--- config.mk ---
export PLATFORM = sky130hd
export DESIGN_NAME = glonass_prn_gen_flat
export DESIGN_NICKNAME = d
export VERILOG_FILES = /design/src/rtl/glonass_prn_gen_if.sv /design/src/rtl/glonass_prn_gen.sv /design/src/flat_wrapper.sv
export SDC_FILE = /design/constraint.sdc
export NUM_CORES = 1
export LEC_CHECK = 0
export BUFFER_PORTS_ARGS = -buffer_cell sky130_fd_sc_hd__buf_2
export CELL_PAD_IN_SITES_DETAIL_PLACEMENT = 1
export CELL_PAD_IN_SITES_GLOBAL_PLACEMENT = 1
export CORE_MARGIN = 10
export CORE_UTILIZATION = 36
export CTS_BUF_LIST = sky130_fd_sc_hd__clkbuf_8
export DETAILED_ROUTE_END_ITERATION = 10
export GPL_TIMING_DRIVEN = 0
export PLACE_DENSITY = 0.73
export SLEW_MARGIN = 10
export SYNTH_ARGS = -nofsm -noshare
export SYNTH_HDL_FRONTEND = slang
export SYNTH_SLANG_ARGS = --single-unit
--- constraint.sdc ---
create_clock -name clk -period 2.8 [get_ports clk]
set_input_delay 0.14 -clock clk [delete_from_list [all_inputs] [get_ports clk]]
set_output_delay 0.14 -clock clk [all_outputs]
set_load 0.005 [all_outputs]
--- src/rtl/glonass_prn_gen_if.sv ---
// Control and observation bundle for the GLONASS-style PRN generator.
// Widths follow the generator's stage count and chip-index width.
interface glonass_prn_gen_if #(
   parameter int N  = 9,
   parameter int CW = 9
);
   logic          chip_en;
   logic          load;
   logic          slew_valid;
   logic [CW-1:0] slew_chips;
   logic          slew_ready;
   logic          chip;
   logic [CW-1:0] chip_idx;
   logic          epoch;
   logic [N-1:0]  code_state;

   modport master (
      output chip_en, load, slew_valid, slew_chips,
      input  slew_ready, chip, chip_idx, epoch, code_state
   );

   modport slave (
      input  chip_en, load, slew_valid, slew_chips,
      output slew_ready, chip, chip_idx, epoch, code_state
   );
endinterface

--- src/rtl/glonass_prn_gen.sv ---
// Parametrised Fibonacci LFSR ranging-code generator with truncated-code
// wrap, epoch strobe, synchronous reload and handshaked code-phase slew.
//
// state | meaning
// IDLE  | advance on chip_en only; slew requests accepted
// SLEW  | advance every cycle until the requested extra chips are consumed
module glonass_prn_gen #(
   parameter int           N        = 9,
   parameter logic [N-1:0] TAP_MASK = 9'h110,
   parameter logic [N-1:0] SEED     = 9'h1FF,
   parameter int           OUT_TAP  = 7,
   parameter int           CODE_LEN = 511,
   parameter int           CW       = $clog2(CODE_LEN)
) (
   input  logic                  clk,
   input  logic                  reset_n,
   glonass_prn_gen_if.slave      bus
);

   localparam logic [CW-1:0] LAST_IDX = CW'(CODE_LEN - 1);

   typedef enum logic {IDLE, SLEW} fsm_t;

   fsm_t          fsm_q, fsm_d;
   logic [CW-1:0] rem_q, rem_d;
   logic [N-1:0]  lfsr_q;
   logic [CW-1:0] idx_q;
   logic          epoch_q;
   logic          adv;
   logic          fb;

   assign fb = ^(lfsr_q & TAP_MASK);

   always_ff @(posedge clk or negedge reset_n) begin
      if (!reset_n) begin
         fsm_q <= IDLE;
         rem_q <= '0;
      end else begin
         fsm_q <= fsm_d;
         rem_q <= rem_d;
      end
   end

   // A chip_en during SLEW supplies that cycle's advance, so rem holds.
   always_comb begin
      fsm_d = fsm_q;
      rem_d = rem_q;
      adv   = 1'b0;
      case (fsm_q)
         IDLE: begin
            adv = bus.chip_en;
            if (bus.slew_valid && (bus.slew_chips != '0)) begin
               fsm_d = SLEW;
               rem_d = bus.slew_chips;
            end
         end
         SLEW: begin
            adv = 1'b1;
            if (!bus.chip_en) begin
               rem_d = rem_q - 1'b1;
               if (rem_q == CW'(1)) fsm_d = IDLE;
            end
         end
         default: fsm_d = IDLE;
      endcase
      if (bus.load) begin
         fsm_d = IDLE;
         rem_d = '0;
         adv   = 1'b0;
      end
   end

   always_ff @(posedge clk or negedge reset_n) begin
      if (!reset_n) begin
         lfsr_q  <= SEED;
         idx_q   <= '0;
         epoch_q <= 1'b0;
      end else if (bus.load) begin
         lfsr_q  <= SEED;
         idx_q   <= '0;
         epoch_q <= 1'b0;
      end else if (adv) begin
         if (idx_q == LAST_IDX) begin
            lfsr_q  <= SEED;
            idx_q   <= '0;
            epoch_q <= 1'b1;
         end else begin
            lfsr_q  <= {lfsr_q[N-2:0], fb};
            idx_q   <= idx_q + 1'b1;
            epoch_q <= 1'b0;
         end
      end else begin
         epoch_q <= 1'b0;
      end
   end

   assign bus.slew_ready = (fsm_q == IDLE);
   assign bus.chip       = lfsr_q[OUT_TAP-1];
   assign bus.chip_idx   = idx_q;
   assign bus.epoch      = epoch_q;
   assign bus.code_state = lfsr_q;

endmodule

--- src/flat_wrapper.sv ---
// flat-port wrapper written by rule: the top's interface ports become plain ports
module glonass_prn_gen_flat 
#(
   parameter int           N        = 9,
   parameter logic [N-1:0] TAP_MASK = 9'h110,
   parameter logic [N-1:0] SEED     = 9'h1FF,
   parameter int           OUT_TAP  = 7,
   parameter int           CODE_LEN = 511,
   parameter int           CW       = $clog2(CODE_LEN)
)
  (clk, reset_n, bus_chip_en, bus_load, bus_slew_valid, bus_slew_chips, bus_slew_ready, bus_chip, bus_chip_idx, bus_epoch, bus_code_state);
  glonass_prn_gen_if #(.N(N), .CW(CW)) bus_i ();
  input  logic clk;
  input  logic reset_n;
  input wire logic [$bits(bus_i.chip_en)-1:0] bus_chip_en;
  input wire logic [$bits(bus_i.load)-1:0] bus_load;
  input wire logic [$bits(bus_i.slew_valid)-1:0] bus_slew_valid;
  input wire logic [$bits(bus_i.slew_chips)-1:0] bus_slew_chips;
  output wire logic [$bits(bus_i.slew_ready)-1:0] bus_slew_ready;
  output wire logic [$bits(bus_i.chip)-1:0] bus_chip;
  output wire logic [$bits(bus_i.chip_idx)-1:0] bus_chip_idx;
  output wire logic [$bits(bus_i.epoch)-1:0] bus_epoch;
  output wire logic [$bits(bus_i.code_state)-1:0] bus_code_state;
  assign bus_i.chip_en = bus_chip_en;
  assign bus_i.load = bus_load;
  assign bus_i.slew_valid = bus_slew_valid;
  assign bus_i.slew_chips = bus_slew_chips;
  assign bus_slew_ready = bus_i.slew_ready;
  assign bus_chip = bus_i.chip;
  assign bus_chip_idx = bus_i.chip_idx;
  assign bus_epoch = bus_i.epoch;
  assign bus_code_state = bus_i.code_state;
  glonass_prn_gen #(.N(N), .TAP_MASK(TAP_MASK), .SEED(SEED), .OUT_TAP(OUT_TAP), .CODE_LEN(CODE_LEN), .CW(CW)) u_core (.clk(clk), .reset_n(reset_n), .bus(bus_i));
endmodule
==> results of run 1 <==
==> registers in the layout, summed over array words and instances (netlist names) <==
| name | flops |
|---|---|
| u_core.bus.chip_idx | 9 |
| u_core.bus.code_state | 9 |
| u_core.bus.epoch | 1 |
| u_core.fsm_q | 1 |
| u_core.rem_q | 9 |
==> worst paths after layout <==
path / from / end / slack, ns / cells after the start
setup / recovery: u_core.rem_q[0] / u_core.rem_q[6] / 0.82 / 6
hold / removal: bus_load / u_core.rem_q[7] / 0.17 / 3
setup reg to reg: u_core.rem_q[0] / u_core.rem_q[6] / 0.82 / 6
hold reg to reg: u_core.bus.chip_idx[8] / u_core.bus.chip_idx[8] / 0.51 / 1
max in group asynchronous: reset_n / u_core.fsm_q / 1.94 / 2
min in group asynchronous: reset_n / u_core.rem_q[4] / 0.43 / 2
==> kinds of logic after synthesis <==
kind of cell	share of synthesized area, %
and+or+nand+nor	20.1
AOI/OAI and AO/OA	24.9
DFF	44.7
buffers and inverters	4.40
adders and majority gates	3.04
xor gates and xnor gates	1.59
muxes	1.21
==> worst register-to-register path, stage by stage (launching register included) <==
cell,delay (ns)
dfrtp_1,0.42
inv_1,0.11
ha_1,0.21
or4b_2,0.67
o21a_1,0.21
o21ai_0,0.15
a21oi_1,0.08
==> power breakdown <==
group	internal, uW	switching, uW
registers	449	34.6
clock network	286	168
logic	79.9	124
total	815	327
==> layout make-up <==
class | instances | share of cell area (%)
multi-input combinational | 126 | 41.8
sequential | 29 | 36.8
timing repair buffer | 34 | 8.74
clock buffer | 6 | 4.12
tap | 52 | 3.25
buffer | 10 | 2.12
clock inverter | 2 | 1.69
inverter | 8 | 1.50
==> through the flow <==
step	instance area, sq um	worst slack [ns]	util [%]	instances
after global routing	2000	0.682	45.7	267
after floorplan	1650	1.02	-	173
after detailed placement	1880	0.823	42.8	258
after CTS	2000	0.803	45.7	267
after global placement	1880	0.896	42.8	258
final	2000	0.815	45.7	267
==> cells in the mapped netlist (all sizes together), types with 2 or more instances <==
cell type  count
nor2b          2
nand3          7
a31oi          8
o22a           8
nor3          10
nor4           5
xor2           2
nand2         11
a41oi          2
dfstp          9
o22ai          2
ha             4
a21o           2
and3           3
inv            8
nand2b         4
buf            2
o31a           2
or3            2
a211oi         3
o21ai          6
a21oi         11
clkbuf         8
dfrtp         20
or4            2
a31o           2
nor2           9
o31ai          4
mux2i          2
==> repair_timing <==
item                       CTS  global route
hold buffers                 1             0
hold endpoints to repair    20             0
setup endpoints to repair    0             0
==> per-layer routing <==
layer | GRT usage (%) | share of wire, %
met5 | 0 | 0
met4 | 4.93 | 1.7
met3 | 2.97 | 4.1
met2 | 21.9 | 50
met1 | 16.9 | 45
==> impl_results.md, run 1 <==
- Final cycle utilization of the critical path: a little under three quarters
- Vias per inst: ~5.7
- Layout filler cell count: approximately 520
- Sum of negative setup slack: 0 ns
- Hold WC Path Type: in2reg
- Wire length per cell: approximately 18 um
- Slew @ Worst Pin: about 0.68 ns
- DRT antenna net count: 0
- Power, Total: between 1000 and 1500 uW
- Commonest non-fill, non-tap cell in the layout: buf_2
- Buffers on Ports: 33
- Synth top area cells: dfrtp_1, dfstp_2, o22a_1, a21oi_1, ha_1
- Main flop type after synthesis: dfrtp_1
- EDFF count, synth: 0
- Mapped Avg Cell Area: roughly 9.5 sq um
- # IOs: 35
- H-tree depth: 2
- Worst Path Buf+Inv: 1
- Die width: just under 90 um
- Total gr overflow: 0
- Die H: between 80 and 90 um
- Crit Path Max Fanout: 5
- Worst-path clk slew: around 0.060 ns
- Global-route wire length before repair: about 8300 um
- Initial antenna violation count: 0
- Final setup violation count: 0
- Pwr/cell area: between 500 and 600 nW/um^2
- Clock Skew: 0.00629 ns
- Worst path top cell family by delay: simple AND/OR/NAND/NOR gates
- Worst-case clock buffer depth: 2
- Worst setup EP type: register
- Leading area contributor after synthesis: dfrtp_1
- Cell area after synthesis: approximately 1600 sq um
- Num CTS Buffers: 5
- GP Congestion: 0.828
- Critical Path AT: ~2.1 ns
- Num Clock Sinks: 29
- Startpoint Class: register
- Max capacitance violation total: 0
- Most frequent cells in the layout: buf_2, dfrtp_1, nand2_1, a21oi_1
- Clock Root Buffer: clkbuf_8
- Multi-input logic area: 838 sq um
- Largest net degree at the start of global routing: 30
- Post-CTS Setup Bufs: 0
- Sequential cell area: approximately 740 sq um
- Placed wire-length estimate: between 3000 and 4000 um
- Gr usage total: approximately 13%
- Drc violations: 0
- Number of global-route vias before repair: ~1700
- Slew HR: roughly 55%
- Initial drt markers: 57
- Asr flop ratio synth: 100%
- Routed WL: roughly 4800 um
- Outcome: complete, no violations
- Slowest stage cell, crit path: or4b_2
- Crit path time final: between 1.5 and 2 ns
- Final net count: 232
- Maximum vdd drop: roughly 0.37 mV
- Initial core utilization: about 38%
- Max-slew violation count: 0
- Yosys cell types: 47
- TritonCTS clock tree: built
- Worst path max stage delay: approximately 0.67 ns
- Cells after Synth: roughly 170
- Worst path cell trace: inv_1, ha_1, or4b_2, o21a_1, o21ai_0, a21oi_1
- Worst-Skew Late Latency: ~0.28 ns
- Syn_nets: about 190
- Ys Warns: 0
- Resize count post-CTS: 0
- Data required, critical path: approximately 3 ns
- Unrepaired setup endpoints after global routing: false
- Routed vias: about 1500
- Fin Hold WS: ~0.17 ns
- Endpoints failing hold: 0
- First-pass iteration count of the detailed router: 4
- Diode count: 0
- Top cell type's share of synthesized area: a little under a third
- Synth Register Bits: 29
- CP Class: reg2reg
- LEAKAGE: ~0.00086 uW
- Site Rows: 24
- Fmax achieved: 504 MHz
- Post-synthesis sequential area ratio: 44.7%
- Fraction of layout cells with a size suffix above 1: a little over a quarter
- Area of the core: 4380 sq um
- Layout area overhead: 21.6%
- Die footprint: around 7700 sq um
Power figures use the tool's default switching activity.
==> run 2: changes to the inputs <==
--- a/config.mk
+++ b/config.mk
@@ -13,7 +13,7 @@
 export CTS_BUF_LIST = sky130_fd_sc_hd__clkbuf_8
 export DETAILED_ROUTE_END_ITERATION = 10
 export GPL_TIMING_DRIVEN = 0
-export PLACE_DENSITY = 0.73
+export PLACE_DENSITY = 0.76
 export SLEW_MARGIN = 10
 export SYNTH_ARGS = -nofsm -noshare
 export SYNTH_HDL_FRONTEND = slang
==> constraint.sdc (replaced) <==
create_clock -name clk -period 1.6 [get_ports clk]
set_input_delay 0.08 -clock clk [delete_from_list [all_inputs] [get_ports clk]]
set_output_delay 0.08 -clock clk [all_outputs]
set_load 0.005 [all_outputs]
==> run 2 against run 1 <==
  * The run now ends with negative setup slack left
  * Combinational power up 110%
  * Die area unchanged
  * Critical endpoint unchanged
  * Clock skew up 0.0040 ns
  * Largest power group unchanged
  * Cell area up 5.6%
  * Sequential cell count unchanged
  * Register-to-register slack worse by 0.83 ns
==> impl_results.md, run 2 (synthesized netlist as in run 1, its figures left out) <==
- Worst path max stage delay: around 0.48 ns
- Crit Path Max Fanout: 3
- Crit path time final: approximately 1.6 ns
- Slew HR: 56.5%
- Hold_sp: bus_load
- CP Class: reg2reg
- Worst Path Buf+Inv: 1
- Outcome: finished with violations
- Area of the core: about 4400 sq um
- Unrepaired setup endpoints after global routing: true
- Power, Total: ~1900 uW
- Vias per inst: 5.69
- Sum of negative setup slack: -0.0176 ns
- Met2 routed WL: 2390 um
- Num CTS Buffers: 5
- Routed WL: between 4000 and 5000 um
- # IOs: 35
- Routed vias: approximately 1600
- Worst-Skew Late Latency: roughly 0.29 ns
- Startpoint Class: register
- Maximum vdd drop: roughly 0.34 mV
- Drc violations: 0
- Buffers on Ports: 33
- Die footprint: between 7000 and 8000 sq um
- Internal power: 1280 uW
- LEAKAGE: about 0.00090 uW
- Fraction of layout cells with a size suffix above 1: between 30% and 40%
- Most frequent cells in the layout: buf_2, dfrtp_1, nand2_1, a21oi_1, buf_4
- Critical Path AT: 1.76 ns
- Met1 Wirelength: roughly 2200 um
- Slowest stage cell, crit path: or4b_4
- Wire length per cell: roughly 18 um
- Met3 routed WL: between 200 and 300 um
- Net Sw Frac: roughly a third
- Endpoints failing hold: 0
- Data required, critical path: between 1.5 and 2 ns
- Worst-path clk slew: around 0.070 ns
- Commonest non-fill, non-tap cell in the layout: buf_2
- First-pass iteration count of the detailed router: 6
- Fmax achieved: 618 MHz
- Layout area overhead: 28.4%
- Initial core utilization: between 30% and 40%
- Final net count: about 240
- Hold WC Path Type: in2reg
- Global-route wire length before repair: around 7700 um
- GP Congestion: 0.836
- Clock Root Buffer: clkbuf_8
- Max capacitance violation total: 0
- Site Rows: 24
- Gr usage total: 12.5%
- Worst setup EP type: register
- Part of the power in registers: ~45%
- Final cycle utilization of the critical path: 101%
- Worst path top cell family by delay: simple AND/OR/NAND/NOR gates
- Worst path cell trace: inv_2, ha_4, or4b_4, o21a_1, o21ai_1, a21oi_1
- Pwr/cell area: roughly 890 nW/um^2
- Num Clock Sinks: 29
- Total gr overflow: 0
- Sw power: a little over 600 uW
- Die width: about 88 um
- H-tree depth: 2
- R2r startpoint: u_core.rem_q[0]
- Die H: approximately 90 um
- TritonCTS clock tree: built
- Initial antenna violation count: 0
- Clock Skew: a little over 0.01 ns
- DRT antenna net count: 0
- Max-slew violation count: 0
- Placed wire-length estimate: roughly 3400 um
- Diode count: 0
- Number of global-route vias before repair: about 1600
- Final WS setup: -0.0176 ns
- Top sig layer: met4
- Combinational share of power: roughly 23%
- Worst-case clock buffer depth: 2
- Final setup violation count: 1
- Failing checks: negative setup slack
- Slew @ Worst Pin: ~0.65 ns
- Clock network power share: 32.0%
- Initial drt markers: 66
- Largest net degree at the start of global routing: 30
- Crit path launch: u_core.rem_q[0]
## run 2: cell count changes in the layout (fill, tap and decap cells not counted), moves of 4 or more
cell / before / now
dfrtp_2: 0 / 4
buf_4: 1 / 11
dfrtp_1: 20 / 16
clkbuf_1: 8 / 3
## run 2: repair_timing
action,CTS,global route
cloned,0,0
endpoints found under the setup margin,20,17
gates resized for setup,14,9
pin swaps,1,2
hold buffers,1,0
endpoints found under the hold margin,20,0
buffers inserted,5,4
## run 2: power groups by stage
stage | clock (uW) | sequential (uW) | combinational (uW)
finish | 603 | 855 | 429
global route | 654 | 866 | 474
CTS | 613 | 851 | 402
detailed placement | 0 | 857 | 362
global placement | 0 | 857 | 351
floorplan | 0 | 847 | 231
## run 2: worst paths after layout
| kind | to | slack [ns] | cells past startpoint |
|---|---|---|---|
| worst min-delay path | u_core.rem_q[7] | 0.11 | 3 |
| worst min register to register | u_core.bus.chip_idx[8] | 0.52 | 1 |
| max in group asynchronous | u_core.bus.chip_idx[6] | 0.77 | 2 |
| worst max-delay path | u_core.rem_q[6] | -0.02 | 6 |
| min in group asynchronous | u_core.rem_q[2] | 0.35 | 2 |
| worst max register to register | u_core.rem_q[6] | -0.02 | 6 |
## run 2: stage by stage
step / util [%] / instances / instance area (sq um) / worst slack, ns / hold slack [ns]
after floorplan: - / 173 / 1650 / 0.0119 / -0.216
after global placement: 43.0 / 258 / 1880 / -0.208 / 0.149
after detailed placement: 43.0 / 258 / 1880 / -0.306 / 0.156
after CTS: 46.9 / 270 / 2060 / -0.00867 / 0.0882
after global routing: 48.3 / 274 / 2120 / -0.0830 / 0.132
final: 48.3 / 274 / 2120 / -0.0176 / 0.113
## run 2: layout make-up
type,count,area [sq um]
sequential,29,742
inverter,8,30.0
multi-input combinational,126,908
fill,525,2270
tap,52,65.1
clock buffer,5,68.8
clock inverter,3,17.5
buffer,8,41.3
timing repair buffer,43,243
## run 2: worst min-delay path: cells and delay by family
| family | cells | cell delay [ns] |
|---|---|---|
| buffers and inverters | 1 | 0.11 |
| AO/OA/AOI/OAI | 1 | 0.06 |
| AND/OR/NAND/NOR | 1 | 0.10 |
## run 2: layer usage
metal	vias to the layer above	GRT usage, %
met4	0	4.78
met3	6	4.92
li1	753	-
met2	26	19.5
met5	-	0
met1	773	15.1
